**src/rtl/neokeon_pkg.sv**
```systemverilog
// Shared definitions for the Neokeon round controller: FSM states, round-constant
// polynomials and the forward/inverse round-constant step functions.
package neokeon_pkg;

  localparam int NR_DEFAULT = 16;

  localparam logic [7:0] RC_ENC_INIT = 8'h80;
  localparam logic [7:0] RC_POLY     = 8'h1B;
  localparam logic [7:0] RC_INV_POLY = 8'h8D;

  typedef enum logic [2:0] {
    IDLE,
    KEYPREP,
    ROUND,
    FINAL,
    DONE
  } ctrlState_t;

  function automatic logic [7:0] rcFwd(input logic [7:0] x);
    return {x[6:0], 1'b0} ^ (x[7] ? RC_POLY : 8'h00);
  endfunction

  // Exact inverse of rcFwd: a set LSB means the forward step reduced by RC_POLY.
  function automatic logic [7:0] rcInv(input logic [7:0] x);
    return {1'b0, x[7:1]} ^ (x[0] ? RC_INV_POLY : 8'h00);
  endfunction

  // Element n of the encrypt sequence; decrypt starts from element NR.
  function automatic logic [7:0] rcEncElem(input int n);
    logic [7:0] r;
    r = RC_ENC_INIT;
    for (int i = 0; i < n; i++) begin
      r = rcFwd(r);
    end
    return r;
  endfunction

endpackage

```
**src/rtl/neokeon_round_ctrl_if.sv**
```systemverilog
// Handshake and datapath-strobe bundle between a block requester and the
// Neokeon round controller.
interface neokeon_round_ctrl_if;

  logic       in_valid;
  logic       in_decrypt;
  logic       in_ready;
  logic       ld_state;
  logic       key_prep;
  logic       round_en;
  logic       final_en;
  logic [7:0] rc;
  logic [4:0] round_idx;
  logic       out_valid;
  logic       out_ready;

  modport master (
    output in_valid,
    output in_decrypt,
    output out_ready,
    input  in_ready,
    input  ld_state,
    input  key_prep,
    input  round_en,
    input  final_en,
    input  rc,
    input  round_idx,
    input  out_valid
  );

  modport slave (
    input  in_valid,
    input  in_decrypt,
    input  out_ready,
    output in_ready,
    output ld_state,
    output key_prep,
    output round_en,
    output final_en,
    output rc,
    output round_idx,
    output out_valid
  );

endinterface

```
**src/rtl/neokeon_rc_gen.sv**
```systemverilog
// 8-bit round-constant register with parallel load and a forward or inverse
// LFSR-style step.
module neokeon_rc_gen
  import neokeon_pkg::*;
(
  input  logic       clk,
  input  logic       rst_n,
  input  logic       load,
  input  logic [7:0] loadVal,
  input  logic       step,
  input  logic       inverse,
  output logic [7:0] rc
);

  logic [7:0] rcReg;

  always_ff @(posedge clk) begin
    if (!rst_n) begin
      rcReg <= 8'h00;
    end else if (load) begin
      rcReg <= loadVal;
    end else if (step) begin
      rcReg <= inverse ? rcInv(rcReg) : rcFwd(rcReg);
    end
  end

  assign rc = rcReg;

endmodule

```
**src/rtl/neokeon_round_ctrl.sv**
```systemverilog
// Neokeon round sequencer: accepts one block, drives key-prep/round/final strobes
// with the matching round constant, then holds the result until consumed.
module neokeon_round_ctrl
  import neokeon_pkg::*;
#(
  parameter int NR = NR_DEFAULT
) (
  input logic                 clk,
  input logic                 rst_n,
  neokeon_round_ctrl_if.slave bus
);

  localparam logic [7:0] RC_DEC_INIT = rcEncElem(NR);
  localparam logic [4:0] LAST_IDX    = 5'(NR - 1);

  ctrlState_t stateReg;
  ctrlState_t stateNext;
  logic       decryptReg;
  logic [4:0] roundIdxReg;
  logic [7:0] rcVal;
  logic       accept;
  logic       inRound;
  logic       inFinal;

  // Gated by rst_n so no load is signalled to the datapath while in reset.
  assign accept  = bus.in_valid && (stateReg == IDLE) && rst_n;
  assign inRound = (stateReg == ROUND);
  assign inFinal = (stateReg == FINAL);

  always_ff @(posedge clk) begin
    if (!rst_n) begin
      stateReg <= IDLE;
    end else begin
      stateReg <= stateNext;
    end
  end

  always_comb begin
    stateNext = stateReg;
    case (stateReg)
      IDLE:    if (accept) stateNext = bus.in_decrypt ? KEYPREP : ROUND;
      KEYPREP: stateNext = ROUND;
      ROUND:   if (roundIdxReg == LAST_IDX) stateNext = FINAL;
      FINAL:   stateNext = DONE;
      DONE:    if (bus.out_ready) stateNext = IDLE;
      default: stateNext = IDLE;
    endcase
  end

  // Mode is captured once on accept; later in_decrypt changes are irrelevant.
  always_ff @(posedge clk) begin
    if (!rst_n) begin
      decryptReg  <= 1'b0;
      roundIdxReg <= 5'd0;
    end else if (accept) begin
      decryptReg  <= bus.in_decrypt;
      roundIdxReg <= 5'd0;
    end else if (inRound) begin
      roundIdxReg <= roundIdxReg + 5'd1;
    end
  end

  // Stepping once per ROUND cycle leaves the output-round constant in place for FINAL.
  neokeon_rc_gen u_rcGen (
    .clk     (clk),
    .rst_n   (rst_n),
    .load    (accept),
    .loadVal (bus.in_decrypt ? RC_DEC_INIT : RC_ENC_INIT),
    .step    (inRound),
    .inverse (decryptReg),
    .rc      (rcVal)
  );

  assign bus.in_ready  = (stateReg == IDLE);
  assign bus.ld_state  = accept;
  assign bus.key_prep  = (stateReg == KEYPREP);
  assign bus.round_en  = inRound;
  assign bus.final_en  = inFinal;
  assign bus.rc        = (inRound || inFinal) ? rcVal : 8'h00;
  assign bus.round_idx = roundIdxReg;
  assign bus.out_valid = (stateReg == DONE);

endmodule

```
**src/flat_wrapper.sv**
```systemverilog
// flat-port wrapper written by rule: the top's interface ports become plain ports
module neokeon_round_ctrl_flat import neokeon_pkg::*;
#(
  parameter int NR = NR_DEFAULT
)
  (clk, rst_n, bus_in_valid, bus_in_decrypt, bus_out_ready, bus_in_ready, bus_ld_state, bus_key_prep, bus_round_en, bus_final_en, bus_rc, bus_round_idx, bus_out_valid);
  neokeon_round_ctrl_if bus_i ();
  input logic clk;
  input logic rst_n;
  input wire logic [$bits(bus_i.in_valid)-1:0] bus_in_valid;
  input wire logic [$bits(bus_i.in_decrypt)-1:0] bus_in_decrypt;
  input wire logic [$bits(bus_i.out_ready)-1:0] bus_out_ready;
  output wire logic [$bits(bus_i.in_ready)-1:0] bus_in_ready;
  output wire logic [$bits(bus_i.ld_state)-1:0] bus_ld_state;
  output wire logic [$bits(bus_i.key_prep)-1:0] bus_key_prep;
  output wire logic [$bits(bus_i.round_en)-1:0] bus_round_en;
  output wire logic [$bits(bus_i.final_en)-1:0] bus_final_en;
  output wire logic [$bits(bus_i.rc)-1:0] bus_rc;
  output wire logic [$bits(bus_i.round_idx)-1:0] bus_round_idx;
  output wire logic [$bits(bus_i.out_valid)-1:0] bus_out_valid;
  assign bus_i.in_valid = bus_in_valid;
  assign bus_i.in_decrypt = bus_in_decrypt;
  assign bus_i.out_ready = bus_out_ready;
  assign bus_in_ready = bus_i.in_ready;
  assign bus_ld_state = bus_i.ld_state;
  assign bus_key_prep = bus_i.key_prep;
  assign bus_round_en = bus_i.round_en;
  assign bus_final_en = bus_i.final_en;
  assign bus_rc = bus_i.rc;
  assign bus_round_idx = bus_i.round_idx;
  assign bus_out_valid = bus_i.out_valid;
  neokeon_round_ctrl #(.NR(NR)) u_core (.clk(clk), .rst_n(rst_n), .bus(bus_i));
endmodule
```
**config.mk**
```make
export PLATFORM = sky130hd
export DESIGN_NAME = neokeon_round_ctrl_flat
export DESIGN_NICKNAME = d
export VERILOG_FILES = /design/src/rtl/neokeon_pkg.sv /design/src/rtl/neokeon_round_ctrl_if.sv /design/src/rtl/neokeon_rc_gen.sv /design/src/rtl/neokeon_round_ctrl.sv /design/src/flat_wrapper.sv
export SDC_FILE = /design/constraint.sdc
export NUM_CORES = 1
export LEC_CHECK = 0
export BUFFER_PORTS_ARGS = -buffer_cell sky130_fd_sc_hd__buf_2
export CORE_ASPECT_RATIO = 1.2
export CORE_MARGIN = 1
export CORE_UTILIZATION = 25
export CTS_BUF_LIST = sky130_fd_sc_hd__clkbuf_4
export DETAILED_ROUTE_END_ITERATION = 16
export PLACE_DENSITY = 0.43
export REMOVE_ABC_BUFFERS = 1
export SETUP_SLACK_MARGIN = 0.5
export SLEW_MARGIN = 20
export SYNTH_ARGS = -nofsm -noshare
export SYNTH_HDL_FRONTEND = slang
export SYNTH_SLANG_ARGS = --single-unit
```
**constraint.sdc**
```tcl
create_clock -name clk -period 4.95 [get_ports clk]
set_clock_uncertainty 0.15 [all_clocks]
set_input_delay 0.99 -clock clk [delete_from_list [all_inputs] [get_ports clk]]
set_output_delay 0.99 -clock clk [all_outputs]
set_load 0.03 [all_outputs]
```
# --- Word level (Yosys, flattened, before mapping) ---
# Cells that the tools add are included.
word_totals:
  register_bits: 17
  in_bits: 5
  out_inout_bits: 19
  word_cells: 35
op_classes:
  addsub: 1
  eq_ne: 8
  n_mux: 12
  bitwise_logic: 3
  n_reduce_logical: 7
ops:
  columns: ["operator", "count"]
  rows:
  - ["$mux 8", 5]
  - ["$pmux 3 s5", 1]
  - ["$mux 3", 3]
  - ["$xor 7x8->8", 1]
  - ["$xor 8x5->8", 1]
  - ["$mux 7", 1]
  - ["$eq 3x2->1 const B", 2]
  - ["$add 5x1->5 const B", 1]
  - ["$eq 5x4->1 const B", 1]
  - ["$mux 5", 1]
  - ["$ne 2x2->1 const B", 2]
  - ["$eq 3x1->1 const B", 1]
  - ["$eq 3x3->1 const B", 1]
  - ["$logic_not 3->1", 1]
  - ["$reduce_and 3->1", 1]
  - ["$logic_and 1x1->1", 2]
  - ["$mux 2", 1]
  - ["$ne 2x1->1 const B", 1]
  - ["$reduce_bool 2->1", 1]
  - ["$reduce_or 2->1", 1]
  - ["$logic_or 1x1->1", 1]
  - ["$not 1->1", 1]

# --- Depth between registers and ports, before layout ---
logic_depth:
  ltp_word: 5
  mapped_depth: 6
  mapped_depth_nobuf: 6

# --- Modules after synthesis ---
# From an unflattened synthesis, not the netlist that was laid out.
hier_totals:
  hier_cells: 123
  area_unflattened_um2: 1041.0
by_module_without_submodules:
  columns: ["module", "instances", "cells_per_inst", "area_each_um2", "seq_area_each_um2"]
  rows:
  - ["neokeon_round_ctrl", 1, 62, 531.8, 180.2]
  - ["neokeon_rc_gen", 1, 61, 509.2, 160.2]

# --- Worst setup path before layout ---
# No wires, ideal clock.
synth_path:
  kind: "register to output"
  startpoint: "register u_core.stateReg[0]"
  endpoint: "output bus_ld_state"
  arrival_ps: 1745
  t_required_ps: 3810
  setup_slack_ps: 2065
  path_stages_with_launch: 4
  path_buffers: 1
  path_cell_list: "dfxtp_1 -> buf_6 -> nor3_1 -> and3_1"
synth_via:
  elab_chain_cells: 3
synth_lines:
  columns: ["item", "line", "rtl"]
  rows:
  - ["from (decl)", "neokeon_round_ctrl.sv:16", "ctrlState_t stateReg;"]
  - ["from (signal assigned)", "neokeon_round_ctrl.sv:34", "stateReg <= stateNext;"]
  - ["$logic_not 3->1", null, null]
  - ["net bus_in_ready", "flat_wrapper.sv:13", "output wire logic [$bits(bus_i.in_ready)-1:0] bus_in_ready;"]
  - ["$logic_and 1x1->1 (2 in series)", "neokeon_round_ctrl.sv:26", "assign accept = bus.in_valid && (stateReg == IDLE) && rst_n;"]
  - ["to (decl)", "flat_wrapper.sv:14", "output wire logic [$bits(bus_i.ld_state)-1:0] bus_ld_state;"]
# The timed path passes the listed nets, and every way through them passes these cells.

# --- Worst setup path in the final report ---
layout_path:
  startpoint: "register u_core.stateReg[1]"
  endpoint: "output bus_round_en"
layout_via:
  elab_chain_cells: 1
layout_lines:
  columns: ["item", "line", "rtl"]
  rows:
  - ["$eq 3x2->1", "neokeon_round_ctrl.sv:27", "assign inRound = (stateReg == ROUND);"]
  - ["to (decl)", "flat_wrapper.sv:16", "output wire logic [$bits(bus_i.round_en)-1:0] bus_round_en;"]
# Every way passes these cells.

==> summary.txt <==
Place
  • Number of port buffers: 23
  • Area of placed instances: between 0.001 and 0.0015 sq mm
  • Routability cong.: 0.778
  • Dpl hpwl: 1710 um

Synthesis
  • Synth area leaders: dfxtp_1 35%, and2_1 5.1%, a21oi_1 4.1%, mux2i_1 4.1%, xor2_1 3.6%
  • Post-synth EDFFs: 0
  • Top cell type's share of synthesized area: 34.8%
  • Synth cell types: 41
  • Syn_area_per_cell: 8.43 sq um
  • Yosys warnings: 0
  • Synth top cells by count: 17 x dfxtp_1, 8 x a21oi_1, 8 x and2_1
  • Most used DFF post-synth: dfxtp_1
  • Post-synth ARST share: 0%
  • Dominant cell by count in the synthesized netlist: dfxtp_1
  • Register area share after synthesis: 34.8%
  • Synth Register Bits: 17
  • Syn Inst Count: 116
  • Mapped cell area: 978 sq um
  • Largest area contributor in the netlist: dfxtp_1

STA
  • Setup_tns: 0 ps
  • Setup violators final: 0
  • Hold Violations, Final: 0
  • Fmax: 323 MHz
  • Fin crit share: a little over three fifths
  • Worst-Margin Slew: 528 ps
  • RSZ-0062 raised after global routing: no
  • Min Clock Period, post-route: approximately 3100 ps
  • Rel. slew slack: 64.7%
  • Slew Limit Fails: 0
  • Hold slack: 349 ps

Cells and area
  • Register area: 340 sq um
  • Footprint of the multi-input gates: 571 sq um
  • Filler cells: just over 400
  • Final #Nets: 143
  • Final Cell Area: approximately 0.0011 sq mm
  • Diodes inserted: 0
  • Synthesis-to-layout area growth: 16.5%
  • Share of cells above drive strength 1: 25.2%
  • Utilization after layout: 30.9%

GRT
  • Vias in the first global route: roughly 850
  • Total Routing Usage GR: 12.0%
  • Global-route wire length before repair: 3910 um
  • Largest net degree at the start of global routing: 15
  • Grt ovf: 0
  • Antenna violations before repair: 0

Setup path
  • CP arrival: between 1500 and 2000 ps
  • Endpoint type of the worst setup path: output pin
  • Launch point of the worst path: u_core.stateReg[1]
  • Worst flop-to-flop path startpoint: u_core.stateReg[1]
  • Critical Path, Cell by Cell: or3b_4 > inv_1 > buf_2
  • WP buf/inv: 2
  • CP startpoint kind: register
  • CP peak stage delay: 570 ps
  • Critical path required time: 3810 ps
  • Critical path peak fanout: 14
  • Critical path's slowest cell: dfxtp_1
  • Setup CP Type: register to output pin
  • Largest delay share family, worst path: buffers and inverters

Job
  • Maxcap violations: 0

Die
  • Initial Util: 26.5%
  • Row Count: 24
  • IO Count: 24
  • Chip Width: 59.1 um
  • CORE AREA: 0.00369 sq mm
  • Die height: ~71 um
  • Die ar.: 0.00417 sq mm

Power and ir drop
  • P per Cell Area: ~270 mW/mm^2
  • Power, Total: 0.000306 W
  • Clock power share: 26.9%
  • Sw Share: about a third
  • P_sw: 0.0000988 W
  • Seq pwr share: around 52%
  • Max IR drop VDD: between 0.08 and 0.09 mV
  • Combinational Power Share: 21.1%
  • Int Pwr: 0.000207 W
  • Leakage: about 0.51 nW

Clocking
  • TritonCTS clock tree: done
  • Post-cts hold buffer count: 0
  • Postcts setup bufs: 0
  • Worst-Skew Late Latency: 290 ps
  • Clk sinks: 17
  • H-tree level count: 1
  • CTS-repair resized insts: 0
  • CTS clock-pin slew for the worst setup and hold paths: 110 ps
  • CTS Buf Count: 3
  • Clock Root Buffer: clkbuf_4
  • Clk buf depth: 2

Route
  • Via count: 892
  • Number of routed nets with antenna violations: 0
  • Via/cell ratio: 4.77
  • Final wirelength: 2420 um
  • Drt pass-1 iters: 4
  • Drt drc: 0
  • Wire length per cell: 12.9 um
  • Starting DRT DRC Count: 17

Worst hold path
  • Hold Crit Start: u_core.bus.round_idx[1]
  • HP Class: register to register

Status
  • Status: completed
## worst register-to-register path, delay by kind of cell, from the launching register on
family	cells	cell delay, ps
flip-flops	1	570
buffers and inverters	1	320
AO/OA/AOI/OAI	1	250
AND/OR/NAND/NOR	2	590
## layout by cell type (no fill, tap or decap), types with 2 or more instances in the layout
master     n
buf_2     23
dfxtp_1   17
and2_1     8
a21oi_1    8
nand2_1    7
nor2_1     7
o21ai_0    6
inv_1      5
mux2i_1    4
xor2_1     4
clkbuf_4   4
and3_1     3
nor2b_1    3
a31oi_1    3
nor3_1     2
nor3b_1    2
nand3_1    2
xnor2_1    2
a211oi_1   2
o21a_1     2
ha_1       2
## flip-flops by register name (all words and copies together) (netlist names)
| signal | flops |
|---|---|
| u_core.bus.round_idx | 5 |
| u_core.decryptReg | 1 |
| u_core.stateReg | 3 |
| u_core.u_rcGen.rc | 8 |
## stage by stage
stage | std cells | worst slack [ps]
global placement | 183 | 2240
global route | 187 | 1730
detailed placement | 183 | 2190
floorplan | 108 | 2110
CTS | 187 | 1860
finish | 187 | 1850
## power by group through the flow
stage / Combinational, W / Clock [W] / Sequential (W)
4_1_cts: 0.0000654 / 0.0000847 / 0.000158
3_3_place_gp: 0.0000647 / 0 / 0.000162
3_5_place_dp: 0.0000649 / 0 / 0.000162
2_1_floorplan: 0.0000456 / 0 / 0.000160
6_report: 0.0000645 / 0.0000822 / 0.000159
5_1_grt: 0.0000713 / 0.0000900 / 0.000161
## area by class of cell
class	instances	share of cell area, %
clock buffer	4	2.63
multi-input combinational	86	50.1
inverter	5	1.65
sequential	17	29.9
timing repair buffer	23	10.1
tap	52	5.71
## path summary, 6_finish.rpt
| path | end | slack [ps] | cells after the start |
|---|---|---|---|
| worst max-delay path | bus_round_en | 1850 | 3 |
| worst min-delay path | u_core.bus.round_idx[1] | 350 | 2 |
| worst max register to register | u_core.u_rcGen.rc[5] | 2990 | 4 |
| worst min register to register | u_core.bus.round_idx[1] | 350 | 2 |
## kinds of logic (layout without fill, tap and decap cells)
| group | Yosys count | in the layout | synth area share (%) |
|---|---|---|---|
| buffers and inverters | 13 | 32 | 6.90 |
| XOR/XNOR | 6 | 6 | 5.37 |
| AO/OA/AOI/OAI | 30 | 30 | 19.8 |
| adder cells (fa/ha/maj) | 2 | 2 | 2.56 |
| flip-flops | 17 | 17 | 34.8 |
| AND/OR/NAND/NOR | 43 | 43 | 25.3 |
| multiplexers | 5 | 5 | 5.24 |
## metal layers
metal | track usage (%) | wire length (um)
met1 | 16.3 | 1190
met2 | 18.9 | 1100
met3 | 1.65 | 107
met4 | 4.76 | 21
met5 | 0 | 0
Note: power is estimated with default switching activity, not from simulation.
